## src/rtl/tt_mux_pkg.sv

```systemverilog
`default_nettype none
// +----------------------------------------------------------------------+
// | Module      : tt_mux_pkg                                             |
// | Description : Shared types and constants for the project-slot mux.   |
// |               State encoding, packed input-word bit positions and    |
// |               default word widths.                                   |
// | Revision    : 1.0 - initial release                                  |
// +----------------------------------------------------------------------+
package tt_mux_pkg;

  // Controller sequence: idle, one-cycle disable, held reset, run
  typedef enum logic [1:0] {
    IDLE  = 2'd0,
    OFF   = 2'd1,
    RESET = 2'd2,
    RUN   = 2'd3
  } state_e;

  // Bit positions inside the packed input word {uio_in, ui_in, rst_n, clk}
  localparam int IW_CLK_BIT  = 0;
  localparam int IW_RSTN_BIT = 1;

  // Default packed word widths
  localparam int DEF_IW_W = 18;
  localparam int DEF_OW_W = 24;

endpackage : tt_mux_pkg
`default_nettype wire

```

## src/rtl/tt_mux_slot_gate.sv

```systemverilog
`default_nettype none
// +----------------------------------------------------------------------+
// | Module      : tt_mux_slot_gate                                       |
// | Description : Per-slot input-word gate. Zeroes the word of a         |
// |               disabled slot and forces the project rst_n low while   |
// |               the slot is held in reset; clk passes through.         |
// | Revision    : 1.0 - initial release                                  |
// +----------------------------------------------------------------------+
module tt_mux_slot_gate
  import tt_mux_pkg::*;
#(
  parameter int IW_W = DEF_IW_W
) (
  input  logic            i_ena,
  input  logic            i_hold_rst,
  input  logic [IW_W-1:0] i_pad_iw,
  output logic [IW_W-1:0] o_slot_iw
);

  // Pass the pad word only to an enabled slot, overriding rst_n during reset
  always_comb begin
    o_slot_iw = '0;
    if (i_ena) begin
      o_slot_iw = i_pad_iw;
      if (i_hold_rst) begin
        o_slot_iw[IW_RSTN_BIT] = 1'b0;
      end
    end
  end

endmodule : tt_mux_slot_gate
`default_nettype wire

```

## src/rtl/tt_mux_slot_ctrl.sv

```systemverilog
`default_nettype none
// +----------------------------------------------------------------------+
// | Module      : tt_mux_slot_ctrl                                       |
// | Description : N_PROJ-slot project mux. Accepts a slot select over a  |
// |               valid/ready handshake, sequences disable -> held reset |
// |               -> run, and routes pad words to/from the active slot.  |
// |               Build option TT_MUX_OUT_REG_EN registers pad_ow.       |
// | Revision    : 1.0 - initial release                                  |
// +----------------------------------------------------------------------+
module tt_mux_slot_ctrl
  import tt_mux_pkg::*;
#(
  parameter int N_PROJ     = 4,
  parameter int IW_W       = DEF_IW_W,
  parameter int OW_W       = DEF_OW_W,
  parameter int RST_CYCLES = 4,
  parameter int SEL_W      = $clog2(N_PROJ)
) (
  input  logic                   clk,
  input  logic                   rst,
  input  logic                   sel_valid,
  output logic                   sel_ready,
  input  logic [SEL_W-1:0]       sel_addr,
  input  logic                   sel_off,
  input  logic [IW_W-1:0]        pad_iw,
  output logic [OW_W-1:0]        pad_ow,
  output logic [N_PROJ-1:0]      proj_ena,
  output logic [N_PROJ*IW_W-1:0] proj_iw,
  input  logic [N_PROJ*OW_W-1:0] proj_ow,
  output logic [SEL_W-1:0]       cur_sel,
  output logic                   running,
  output logic                   sel_err
);

  // Reset-hold counter is loaded with RST_CYCLES-1 so RESET lasts RST_CYCLES cycles
  localparam logic [7:0] c_rst_load = 8'(RST_CYCLES - 1);

  state_e            state_q, state_d;
  logic [SEL_W-1:0]  cur_sel_q, cur_sel_d;
  logic [7:0]        cnt_q, cnt_d;
  logic              err_q, err_d;
  logic              ready_q, ready_d;
  logic              run_q, run_d;
  logic              hold_q, hold_d;
  logic [N_PROJ-1:0] ena_q, ena_d;
  logic              accept;
  logic              addr_ok;
  logic              active_d;
  logic [OW_W-1:0]   ow_mux;

  assign accept  = sel_valid && ready_q;
  assign addr_ok = (32'(sel_addr) < 32'(N_PROJ));

  // Next-state, latched selection and registered-output decode
  always_comb begin
    state_d   = state_q;
    cur_sel_d = cur_sel_q;
    cnt_d     = cnt_q;
    err_d     = err_q;
    case (state_q)
      IDLE: begin
        if (accept && !sel_off) begin
          if (addr_ok) begin
            cur_sel_d = sel_addr;
            state_d   = OFF;
          end else begin
            err_d = 1'b1;
          end
        end
      end
      OFF: begin
        state_d = RESET;
        cnt_d   = c_rst_load;
      end
      RESET: begin
        if (cnt_q == 8'd0) begin
          state_d = RUN;
        end else begin
          cnt_d = cnt_q - 8'd1;
        end
      end
      RUN: begin
        if (accept) begin
          if (sel_off) begin
            state_d = IDLE;
          end else if (addr_ok) begin
            cur_sel_d = sel_addr;
            state_d   = OFF;
          end else begin
            err_d   = 1'b1;
            state_d = IDLE;
          end
        end
      end
      default: state_d = IDLE;
    endcase

    ready_d  = (state_d == IDLE) || (state_d == RUN);
    run_d    = (state_d == RUN);
    hold_d   = (state_d == RESET);
    active_d = (state_d == RESET) || (state_d == RUN);
    ena_d    = '0;
    for (int k = 0; k < N_PROJ; k++) begin
      ena_d[k] = active_d && (cur_sel_d == SEL_W'(k));
    end
  end

  // Controller state and registered status/enable outputs
  always_ff @(posedge clk) begin
    if (rst) begin
      state_q   <= IDLE;
      cur_sel_q <= '0;
      cnt_q     <= '0;
      err_q     <= 1'b0;
      ready_q   <= 1'b1;
      run_q     <= 1'b0;
      hold_q    <= 1'b0;
      ena_q     <= '0;
    end else begin
      state_q   <= state_d;
      cur_sel_q <= cur_sel_d;
      cnt_q     <= cnt_d;
      err_q     <= err_d;
      ready_q   <= ready_d;
      run_q     <= run_d;
      hold_q    <= hold_d;
      ena_q     <= ena_d;
    end
  end

  assign sel_ready = ready_q;
  assign cur_sel   = cur_sel_q;
  assign running   = run_q;
  assign sel_err   = err_q;
  assign proj_ena  = ena_q;

  // Per-slot input-word gating
  for (genvar k = 0; k < N_PROJ; k++) begin : g_slot
    tt_mux_slot_gate #(
      .IW_W (IW_W)
    ) u_gate (
      .i_ena      (ena_q[k]),
      .i_hold_rst (hold_q),
      .i_pad_iw   (pad_iw),
      .o_slot_iw  (proj_iw[k*IW_W +: IW_W])
    );
  end

  // Select the output word of the latched slot
  always_comb begin
    ow_mux = '0;
    for (int k = 0; k < N_PROJ; k++) begin
      if (cur_sel_q == SEL_W'(k)) begin
        ow_mux = proj_ow[k*OW_W +: OW_W];
      end
    end
  end

`ifdef TT_MUX_OUT_REG_EN
  logic [OW_W-1:0] pad_ow_q, pad_ow_d;

  // Capture only while RUN continues, so the first OFF cycle after a switch reads zero
  always_comb begin
    pad_ow_d = '0;
    if ((state_q == RUN) && (state_d == RUN)) begin
      pad_ow_d = ow_mux;
    end
  end

  // Registered pad output word
  always_ff @(posedge clk) begin
    if (rst) begin
      pad_ow_q <= '0;
    end else begin
      pad_ow_q <= pad_ow_d;
    end
  end

  assign pad_ow = pad_ow_q;
`else
  assign pad_ow = run_q ? ow_mux : '0;
`endif

endmodule : tt_mux_slot_ctrl
`default_nettype wire

```

## config.mk

```make
export PLATFORM = sky130hd
export DESIGN_NAME = tt_mux_slot_ctrl
export DESIGN_NICKNAME = d
export VERILOG_FILES = /design/src/rtl/tt_mux_pkg.sv /design/src/rtl/tt_mux_slot_gate.sv /design/src/rtl/tt_mux_slot_ctrl.sv
export SDC_FILE = /design/constraint.sdc
export NUM_CORES = 1
export LEC_CHECK = 0
export ABC_AREA = 0
export ABC_CLOCK_PERIOD_IN_PS = 5550
export CORE_MARGIN = 4
export CORE_UTILIZATION = 33
export DETAILED_ROUTE_END_ITERATION = 16
export GPL_TIMING_DRIVEN = 0
export MAX_ROUTING_LAYER = met4
export PLACE_DENSITY = 0.89
export SKIP_CTS_REPAIR_TIMING = 1
export SLEW_MARGIN = 10
export SYNTH_ARGS = -nofsm -noshare
export SYNTH_HDL_FRONTEND = slang
export SYNTH_HIERARCHICAL = 1
export SYNTH_SLANG_ARGS = --single-unit
```

## constraint.sdc

```tcl
create_clock -name clk -period 5.55 [get_ports clk]
set_input_delay 0.555 -clock clk [delete_from_list [all_inputs] [get_ports clk]]
set_output_delay 0.555 -clock clk [all_outputs]
set_load 0.05 [all_outputs]
```

==> results of run 1 <==
## synth_stat cells, types with 3 or more instances
cell type	instances
sky130_fd_sc_hd__buf_6	4
sky130_fd_sc_hd__nor3_1	5
sky130_fd_sc_hd__and3b_2	4
sky130_fd_sc_hd__nor2_1	9
sky130_fd_sc_hd__or2_2	3
sky130_fd_sc_hd__clkbuf_1	5
sky130_fd_sc_hd__mux4_2	24
sky130_fd_sc_hd__and2_1	41
sky130_fd_sc_hd__and2_2	52
sky130_fd_sc_hd__nor3b_1	3
sky130_fd_sc_hd__dfxtp_1	19
sky130_fd_sc_hd__inv_1	9
sky130_fd_sc_hd__buf_2	4
sky130_fd_sc_hd__or3_1	4
sky130_fd_sc_hd__nor2b_1	8
sky130_fd_sc_hd__ha_1	7
sky130_fd_sc_hd__a21oi_1	5
## layout make-up
type                       count  share of cell area
timing repair buffer         223               0.481
sequential                    19              0.0819
buffer                        14              0.0197
inverter                       9             0.00728
multi-input combinational    194               0.380
clock inverter                 1             0.00108
tap                           77              0.0208
clock buffer                   3             0.00889
## critical path, cell delays in order (launching register included)
cell                              delay (ns)
sky130_fd_sc_hd__dfxtp_1                0.34
sky130_fd_sc_hd__clkbuf_1               0.35
sky130_fd_sc_hd__clkbuf_1               0.51
sky130_fd_sc_hd__mux4_2                 0.40
sky130_fd_sc_hd__and2_1                 0.17
sky130_fd_sc_hd__clkdlybuf4s50_1        0.72
## cells by family (layout without fill, tap and decap cells)
kind of cell | after synthesis | in the layout
xor+xnor | 1 | 1
mux | 26 | 26
other cells | 1 | 1
fa+ha+maj | 7 | 7
buf+inv | 23 | 250
simple gates | 140 | 140
flops | 19 | 19
compound gates | 19 | 19
## placed cells by master, fill, tap and decap left out, types with 4 or more instances in the layout
master	netlist	routed
sky130_fd_sc_hd__and3b_2	4	4
sky130_fd_sc_hd__nor3_1	5	5
sky130_fd_sc_hd__nor2_1	9	9
sky130_fd_sc_hd__inv_1	9	9
sky130_fd_sc_hd__or3_1	4	4
sky130_fd_sc_hd__ha_1	7	7
sky130_fd_sc_hd__a21oi_1	5	5
sky130_fd_sc_hd__mux4_2	24	24
sky130_fd_sc_hd__clkdlybuf4s50_1	0	223
sky130_fd_sc_hd__nor2b_1	8	8
sky130_fd_sc_hd__clkbuf_1	5	5
sky130_fd_sc_hd__and2_1	41	41
sky130_fd_sc_hd__buf_2	4	4
sky130_fd_sc_hd__dfxtp_1	19	19
sky130_fd_sc_hd__and2_2	52	52
sky130_fd_sc_hd__buf_6	4	4
## path summary, 6_finish.rpt
check                             start                      to  slack [ns]
setup / recovery  cur_sel[1]$_SDFF_PP0_              pad_ow[22]        2.24
setup reg to reg  cnt_q[0]$_SDFFE_PP0P_  proj_ena[0]$_SDFF_PP0_        3.11
hold reg to reg   cnt_q[0]$_SDFFE_PP0P_   cnt_q[0]$_SDFFE_PP0P_        0.48
hold / removal    cnt_q[0]$_SDFFE_PP0P_   cnt_q[0]$_SDFFE_PP0P_        0.48
## through the flow
| step | power [W] | util |
|---|---|---|
| 3_3_place_gp | 0.000410 | 0.708 |
| 5_1_grt | 0.000545 | 0.715 |
| 2_1_floorplan | 0.000294 | - |
| 3_5_place_dp | 0.000419 | 0.708 |
| 6_report | 0.000516 | 0.715 |
| 4_1_cts | 0.000516 | 0.715 |
## metal layers
metal,part of all wire,track usage
met1,0.34,0.251
met2,0.56,0.498
met3,0.066,0.0475
met4,0.031,0.0779
met5,0,-
## sequential cells by signal, indices dropped and copies added, names as in the netlist
name and flops:
sel_ready 1, hold_q 1, cur_sel 2, state_q 2, running 1, cnt_q 8, proj_ena 4
## power by group through the flow
stage / sequential, W / combinational [W] / clock [W]
6_report: 0.000154 / 0.000262 / 0.000100
5_1_grt: 0.000156 / 0.000281 / 0.000108
3_3_place_gp: 0.000157 / 0.000253 / 0
3_5_place_dp: 0.000158 / 0.000261 / 0
2_1_floorplan: 0.000165 / 0.000129 / 0
4_1_cts: 0.000154 / 0.000262 / 0.0000992
==> key figures, run 1 <==
Global route
  • Global-route wire length before repair: 15.9 mm
  • Antenna violations before repair: 0
  • Total grt overflow: 0
  • Maximum number of pins on one net before global-route repair: 12
  • Vias in the first global route: 2750
  • Total Routing Usage GR: 0.254

STA
  • WHS: 0.482 ns
  • Final hold violations: 0
  • Slew at the pin closest to its max-slew limit: 0.584 ns
  • Post-route fraction of the period consumed by the critical path: 0.596
  • Post-route minimum period: 3.31 ns
  • Minimum setup slack in the final design: 2.24 ns
  • Fmax achieved: 302 MHz
  • Setup TNS: 0 ns
  • Setup violation total in the final timing report: 0
  • Headroom to the max-slew limit: 0.611
  • RSZ-0062 raised after global routing: false
  • Final Skew: 0.00350 ns
  • Number of pins exceeding their max-slew limit in the final report: 0

Clocking
  • Num Clock Sinks: 19
  • Bufs on Longest Clock Path: 2
  • CTS tree: done
  • Num CTS Buffers: 3
  • Clock-pin slew of the registers on the worst-case setup and hold paths: 0.08 ns
  • Maximum level of the CTS H-tree: 1
  • Root Driver: sky130_fd_sc_hd__clkbuf_8
  • Clock latency of the later-clocked register in the worst-skew pair: 0.26 ns

Die
  • Die area: 8260 sq um
  • Number of top-level design ports: 225
  • Effective utilization at floorplan: 0.349
  • Area of the placeable core: 6490 sq um
  • Number of placement rows: 29
  • Horizontal extent of the die: 90.9 microns
  • Die Y-Extent: 90.9 microns

Yosys
  • Fraction of post-synthesis cell area in the top cell type by area: 0.238
  • Fraction of the mapped netlist area in simple logic gates: 0.422
  • Count of unique library cells instantiated by Yosys: 42
  • Compound-Gate Fraction of Synth Area: 0.0640
  • Count of synthesis-stage warnings from yosys: 6
  • Adder-cell share of the synthesized area: 0.0386
  • Synth Area in XOR/XNOR: 0.00386
  • Synthesized instance count: 236
  • Cell type with the largest total area after synthesis: sky130_fd_sc_hd__mux4_2
  • Synthesized net count: 363
  • Primary FF master, synth: sky130_fd_sc_hd__dfxtp_1
  • Register bit total from synthesis: 19
  • Ys async rst share: 0
  • Post-synthesis mux area share: 0.247
  • Largest family of logic cells by synthesized area: simple AND/OR/NAND/NOR gates
  • Share of synthesized area occupied by flip-flops and latches: 0.168
  • Total standard cell area after synthesis: 2270 sq um
  • Main area contributors after synthesis: sky130_fd_sc_hd__mux4_2 (24%), sky130_fd_sc_hd__and2_2 (17%), sky130_fd_sc_hd__dfxtp_1 (17%), sky130_fd_sc_hd__and2_1 (11%), sky130_fd_sc_hd__ha_1 (3.9%)
  • Mapped Avg Cell Area: 9.61 sq um
  • Number of synthesized flops with an enable pin: 0

Min path
  • Worst hold path class: flip-flop to flip-flop
  • Hold Crit Depth: 1

Route
  • Vias per inst: 5.07
  • Wire length per cell after detailed routing: 19.6 microns
  • Number of design-rule violations left by the first detailed-router iteration: 52
  • Number of detailed-route iterations in the first pass: 4
  • Vias: 2736
  • Sum of routed wire length over all layers: 10.6 mm
  • Antenna violation net count after detailed routing: 0
  • DRC violation count after routing: 0

Placement
  • Routability cong.: 0.913
  • Post-DP HPWL: 9.37 mm
  • Inst Count DP: 536
  • Post-DP Area: 4600 sq um
  • I/O Buffers: 223
  • Post-Place Setup Slack: 2.61 ns

Final layout
  • Area taken by flip-flops and latches: 380 sq um
  • Multi-input gate area: 1760 sq um
  • Fraction of final layout cells sized beyond drive strength 1: 0.218
  • Post-Layout Cell Count: 540
  • Count of nets after finishing: 591
  • Inserted Diodes: 0
  • Layout-stage area growth over the synthesis result: 105%
  • Post-route design area: 4640 sq um
  • Number of filler instances in the final layout: 486

Power and ir drop
  • Cell-internal power: 0.000350 W
  • Power density over cell area: 111 nW/um^2
  • Combinational Power Share: 0.507
  • Leakage power: 1.76 nW
  • Switching share of total power: 0.323
  • Total net switching power: 0.000167 W
  • Max rail drop VDD: 0.000133 V
  • Relative contribution of the clock network to total power: 0.194
  • Flop pwr share: 0.299

Setup path
  • Critical path fanouts, max: 10
  • Arrival time worst endpoint: 2.75 ns
  • Critical path data required time: 4.99 ns
  • Kind of start point of the critical path: flip-flop
  • Crit. End Element: output pin
  • Critical path type: flip-flop to output pin
  • Worst Reg-to-Reg Cells: 10

Status
  • Run status: complete, no violations

Run
  • Maximum capacitance violations: 0
(Power assumes the default switching activity.)
==> run 2: changes to the inputs <==
ABC_CLOCK_PERIOD_IN_PS = 3450   (was 5550)
CORE_UTILIZATION = 30   (was 33)
PLACE_DENSITY = 0.82   (was 0.89)
clock period = 3.45 ns   (was 5.55 ns; I/O delays follow)
==> run 2 against run 1 <==
Effect of this change: clock skew is 0.00070 ns lower; register-to-register slack worse by 2.1 ns; power grew 60%; critical path depth is the same; largest cell class unchanged.
==> key figures, run 2 (synthesis results as in run 1) <==
Global route
  • Total Routing Usage GR: 0.220 (was 0.254)
  • Vias in the first global route: 2658 (was 2750)
  • Total grt overflow: 0 (unchanged)
  • Antenna violations before repair: 1 (was 0)
  • Maximum number of pins on one net before global-route repair: 12 (unchanged)
  • Global-route wire length before repair: 14.8 mm (was 15.9 mm)

STA
  • WHS: 0.469 ns (was 0.482 ns)
  • Number of pins exceeding their max-slew limit in the final report: 0 (unchanged)
  • Setup TNS: 0 ns (unchanged)
  • Headroom to the max-slew limit: 0.606 (was 0.611)
  • Setup violation total in the final timing report: 0 (unchanged)
  • Final Skew: 0.00280 ns (was 0.00350 ns)
  • Post-route fraction of the period consumed by the critical path: 0.890
  • Slew at the pin closest to its max-slew limit: 0.589 ns (was 0.584 ns)
  • Final hold violations: 0 (unchanged)
  • Fmax achieved: 326 MHz
  • Post-route minimum period: 3.07 ns
  • Minimum setup slack in the final design: 0.379 ns (was 2.24 ns)
  • RSZ-0062 raised after global routing: false (unchanged)

Clocking
  • Clock latency of the later-clocked register in the worst-skew pair: 0.26 ns (about the same)
  • Maximum level of the CTS H-tree: 1 (unchanged)
  • Bufs on Longest Clock Path: 2 (unchanged)
  • Num Clock Sinks: 19 (unchanged)
  • Root Driver: sky130_fd_sc_hd__clkbuf_8 (unchanged)
  • Num CTS Buffers: 3 (unchanged)
  • CTS tree: done (unchanged)
  • Clock-pin slew of the registers on the worst-case setup and hold paths: 0.07 ns (was 0.08 ns)

Placement
  • Routability cong.: 0.829 (was 0.913)
  • Post-DP HPWL: 9.19 mm (was 9.37 mm)
  • I/O Buffers: 223 (unchanged)
  • Post-Place Setup Slack: 0.669 ns (was 2.61 ns)
  • Post-DP Area: 4620 sq um (was 4600 sq um)

Die
  • Horizontal extent of the die: 94.9 microns (was 90.9 microns)
  • Number of top-level design ports: 225 (unchanged)
  • Effective utilization at floorplan: 0.311 (was 0.349)
  • Area of the placeable core: 7290 sq um (was 6490 sq um)
  • Number of placement rows: 31 (was 29)
  • Die Y-Extent: 94.9 microns (was 90.9 microns)
  • Die area: 9010 sq um (was 8260 sq um)

Min path
  • Worst Hold Launch: cnt_q[0]$_SDFFE_PP0P_ (unchanged)
  • Hold Crit Depth: 1 (unchanged)
  • Worst hold path class: flip-flop to flip-flop (unchanged)

Final layout
  • Number of filler instances in the final layout: 627 (was 486)
  • Register with the most flip-flops: cnt_q (unchanged)
  • Most common cell after layout, fill and taps aside: sky130_fd_sc_hd__clkdlybuf4s50_1 (unchanged)
  • Count of nets after finishing: 591 (unchanged)
  • Layout-stage area growth over the synthesis result: 106% (was 105%)
  • Commonest cells after routing, fill and taps aside: sky130_fd_sc_hd__clkdlybuf4s50_1 (223), sky130_fd_sc_hd__and2_2 (52), sky130_fd_sc_hd__and2_1 (41), sky130_fd_sc_hd__mux4_2 (24), sky130_fd_sc_hd__dfxtp_1 (19) (unchanged)
  • Post-route design area: 4670 sq um (was 4640 sq um)
  • Fraction of final layout cells sized beyond drive strength 1: 0.218 (unchanged)
  • Number of flip-flops in the largest register: 8 (unchanged)
  • End-of-flow core utilization: 0.641 (was 0.715)

Route
  • Number of detailed-route iterations in the first pass: 4 (unchanged)
  • Vias per inst: 4.71 (was 5.07)
  • Number of design-rule violations left by the first detailed-router iteration: 69 (was 52)
  • Wire length per cell after detailed routing: 18.4 microns (was 19.6 microns)
  • Antenna violation net count after detailed routing: 0 (unchanged)
  • Vias: 2654 (was 2736)
  • DRC violation count after routing: 0 (unchanged)
  • Sum of routed wire length over all layers: 10.4 mm (was 10.6 mm)

Setup path
  • Worst Reg-to-Reg Cells: 10 (unchanged)
  • Delay contributed by the slowest stage of the critical path: 0.71 ns (was 0.72 ns)
  • Arrival time worst endpoint: 2.73 ns (was 2.75 ns)
  • Launching element of the worst setup path: cur_sel[1]$_SDFF_PP0_ (unchanged)
  • Critical path type: flip-flop to output pin (unchanged)
  • Critical path data required time: 3.11 ns (was 4.99 ns)
  • Crit. End Element: output pin (unchanged)
  • Kind of start point of the critical path: flip-flop (unchanged)
  • CP max stage cell: sky130_fd_sc_hd__clkdlybuf4s50_1 (unchanged)
  • Origin of the critical flop-to-flop path: cnt_q[0]$_SDFFE_PP0P_ (unchanged)
  • Critical path fanouts, max: 10 (unchanged)
  • Crit path cell chain: clkbuf_1 -> clkbuf_1 -> mux4_2 -> and2_1 -> clkdlybuf4s50_1 (unchanged)
  • Most used cell along the critical path: sky130_fd_sc_hd__clkbuf_1 (unchanged)

Run
  • Maximum capacitance violations: 0 (unchanged)

Power and ir drop
  • Leakage power: 1.76 nW (about the same)
  • Power density over cell area: 177 nW/um^2 (was 111 nW/um^2)
  • Max rail drop VDD: 0.000240 V (was 0.000133 V)

Status
  • Run status: complete, no violations (unchanged)
-- run 2: changes by cell type in the layout (fill, tap and decap cells not counted) --
cell | before | now
sky130_fd_sc_hd__diode_2 | 0 | 1
-- run 2: worst max-delay path, delay by kind of cell (launching register included) --
family,cells,cell delay (ns)
buffers and inverters,3,1.54
muxes,1,0.41
and+or+nand+nor,1,0.18
DFF,1,0.33
-- run 2: cell type report --
type,instances,area (sq um),area share
antenna,1,2.50,0.000536
buffer,14,91.3,0.0196
clock buffer,3,41.3,0.00884
clock inverter,1,5.00,0.00107
inverter,9,33.8,0.00723
multi-input combinational,194,1760,0.377
sequential,19,380,0.0814
tap,99,124,0.0265
timing repair buffer,223,2230,0.478
-- run 2: report_power, final --
part           switching, W  internal, W  leakage (nW)
clock             0.0000762    0.0000804        0.0255
sequential        0.0000145     0.000234         0.154
combinational      0.000173     0.000248          1.59
total              0.000263     0.000563          1.76
-- run 2: metal layers --
metal  GRT usage  wire (microns)  up-vias
li1            -               -     1282
met2       0.384            5450      132
met5           -               0        -
met1       0.243            3650     1224
met3      0.0733            1090       16
met4      0.0481             190        0
-- run 2: metrics by stage --
stage | power [W] | std cells
finish | 0.000826 | 563
global placement | 0.000660 | 558
global route | 0.000872 | 563
detailed placement | 0.000674 | 558
floorplan | 0.000472 | 236
CTS | 0.000831 | 562
-- run 2: worst paths after layout --
kind | to | slack (ns)
max reg2reg | proj_ena[0]$_SDFF_PP0_ | 0.97
min reg2reg | cnt_q[0]$_SDFFE_PP0P_ | 0.47
min | cnt_q[0]$_SDFFE_PP0P_ | 0.47
max | pad_ow[13] | 0.38
==> run 3: changes to the inputs <==
CTS_CLUSTER_DIAMETER = 200   (was default)
SLEW_MARGIN = default   (was 10)
==> results of run 3 <==
Same layout as run 2: the final DEF is identical, and so are final timing and power.
==> RTL edit (config.mk and constraints of run 2) <==
The 4 states of `state_e` get a Gray code encoding in 2 bits.
--- a/src/rtl/tt_mux_pkg.sv
+++ b/src/rtl/tt_mux_pkg.sv
@@ -11,8 +11,8 @@
   // Controller sequence: idle, one-cycle disable, held reset, run
   typedef enum logic [1:0] {
-    IDLE  = 2'd0,
-    OFF   = 2'd1,
-    RESET = 2'd2,
-    RUN   = 2'd3
+    IDLE  = 2'b00,
+    OFF   = 2'b01,
+    RESET = 2'b11,
+    RUN   = 2'b10
   } state_e;
 
Formal check against the unedited RTL: same outputs for any inputs over 10 cycles, from zero or initial values and one cycle with rst high; not proved beyond that.
==> RTL edit against run 2 <==
  * Cell area is 3.6% lower
  * Routed wire length down 8.5%
  * Worst setup slack improved by 190 ps
  * Global-route usage grew 0.17 points
  * Sequential cell count stayed put
  * Area after synthesis down 6.6%
  * Final cell count decreased by 4.6%
  * Power is 5.5% higher
  * Highest routed layer unchanged
==> RTL edit: results (changes against run 2) <==
Status
  – Run status: complete, no violations

Clock network
  – Htree depth: 1 (unchanged)
  – Clock sinks: 19 (unchanged)
  – Worst-Skew Late Latency: 250 ps

Layout
  – Layout clock buffer count: 3 (unchanged)
  – Comb_multi_in: 177 (-8.8%)
  – NonClk Buf Share: 0.5165 (+0.01920)
  – Layout cells sized above 1: 0.2290 (+0.01088)
  – Nets@finish: 563 (-4.7%)
  – Inverters: 5 (-4)
  – Plain + repair buffers: 236 (-0.42%)
  – FILL cells: 587 (-6.4%)
  – Clock-cell share of area: 0.01027 (+0.0003660)
  – Synth-to-layout area growth: 112.8%
  – # diodes: 0 (-1)
  – Share of cell area taken by multi-input logic gates: 0.3580 (-0.01912)

Global route
  – Largest net degree at the start of global routing: 12 (unchanged)
  – GRT Util Overall: 0.2216 (+0.001691)
  – Initial antenna violation count: 0 (-1)
  – First-pass GRT wire length: 14,320 um (-3.3%)

Placed design
  – Gpl congestion: 0.8625 (+4.0%)
  – Inst Count DP: 533 (-4.5%)
  – Post-DP HPWL: 8310 um (-9.6%)
  – Place WS: 874.4 ps (+205.2 ps)
  – Port bufs: 222 (-0.45%)
  – DP Area: 4459 um2 (-3.5%)

Synthesis
  – Syn nets: 336 (-7.4%)
  – Async SR Flop Fraction: 0 (unchanged)
  – Synth warnings: 6 (unchanged)
  – Synth top area cells: mux4_2 (26%), and2_2 (18%), dfxtp_1 (18%)
  – Commonest cells in the netlist: and2_2 (52), and2_1 (40), mux4_2 (24)
  – Count of cell types in the netlist: 32 (-24%)
  – Post-synthesis cell count: 215 (-8.9%)
  – Register area share after synthesis: 0.1797 (+0.01190)

Pwr
  – Power Internal: 572.1 uW (+1.7%)
  – Clk pwr: 152 uW (-3%)
  – Power in sequential cells: 256 uW (+3%)
  – Leak: 0.001671 uW (-5.3%)
  – Max IR drop VDD: 267.9 uV (+12%)

Critical path
  – R2r worst-path depth: 6 (-4)
  – Arrival time at the worst endpoint: 2530 ps (-200 ps)
  – Setup slack, reg-to-reg: 1800 ps (+830 ps)
  – Worst flop-to-flop path endpoint: sel_ready$_SDFF_PP1_
  – CP endpoint: pad_ow[4]
  – Slowest cell delay on critical path: 730 ps (+20 ps)

Routing
  – Drt via density: 4.570 (-3.1%)
  – Initial DRC Count: 50 (-28%)
  – DR vias: 2,454 (-7.5%)
  – Drt wl/cell: 17.69 um (-4.1%)

Hold path
  – Worst hold start: rst
  – Hold Crit Depth: 2 (+1)
  – HP Class: input port to flip-flop

Timing
  – Worst slew pin tran: 602.0 ps (+13.37 ps)
  – Clock skew: 1.676 ps (-1.126 ps)
  – Worst setup margin: 573.1 ps (+193.9 ps)

Floorplanning
  – Cell row count: 30 (-3.2%)
RTL edit: cell count changes after synthesis, sizes merged, moves of 3 or more:
cell and delta:
nor2b -8, nand2 +3, inv -4, a211oi +4, ha -6, nor2 +4
RTL edit: routing by layer:
| layer | wire, um | part of all wire | vias to the layer above | track usage |
|---|---|---|---|---|
| met3 | 662 | 0.070 | 17 | 0.05414 |
| met1 | 3650 | 0.38 | 1125 | 0.2504 |
| met2 | 4990 | 0.53 | 110 | 0.3978 |
| met4 | 197 | 0.021 | 0 | 0.04579 |
| li1 | - | - | 1202 | - |
| met5 | 0 | 0 | - | - |
RTL edit: critical path: cells and delay by family, from the launching register on:
| family | cells | cell delay, ps |
|---|---|---|
| muxes | 1 | 380 |
| buffers and inverters | 3 | 1410 |
| DFF | 1 | 320 |
| and+or+nand+nor | 1 | 160 |
RTL edit: how the worst min path moves through the flow:
stage / slack (ps) / endpoint
after floorplan: 480 / cnt_q[0]$_SDFFE_PP0P_
after global placement: 510 / cnt_q[0]$_SDFFE_PP0P_
after detailed placement: 510 / cnt_q[0]$_SDFFE_PP0P_
after CTS: 440 / cur_sel[0]$_SDFF_PP0_
after global routing: 480 / cur_sel[1]$_SDFF_PP0_
final: 440 / cur_sel[0]$_SDFF_PP0_
RTL edit: metrics by stage:
stage	hold slack (ps)	power, uW
after floorplan	476.0	505.2
after global placement	506.7	716.7
after detailed placement	513.4	725.8
after CTS	444.9	881.9
after global routing	475.0	919.5
final	444.0	871.4
RTL edit: kinds of logic after synthesis:
logic type | synth area share
AOI/OAI and AO/OA | 0.04491
xor gates and xnor gates | 0.01241
adders and majority gates | 0.005909
buffers and inverters | 0.05851
DFF | 0.1797
muxes | 0.2648
other | 0.001771
and+or+nand+nor | 0.4320
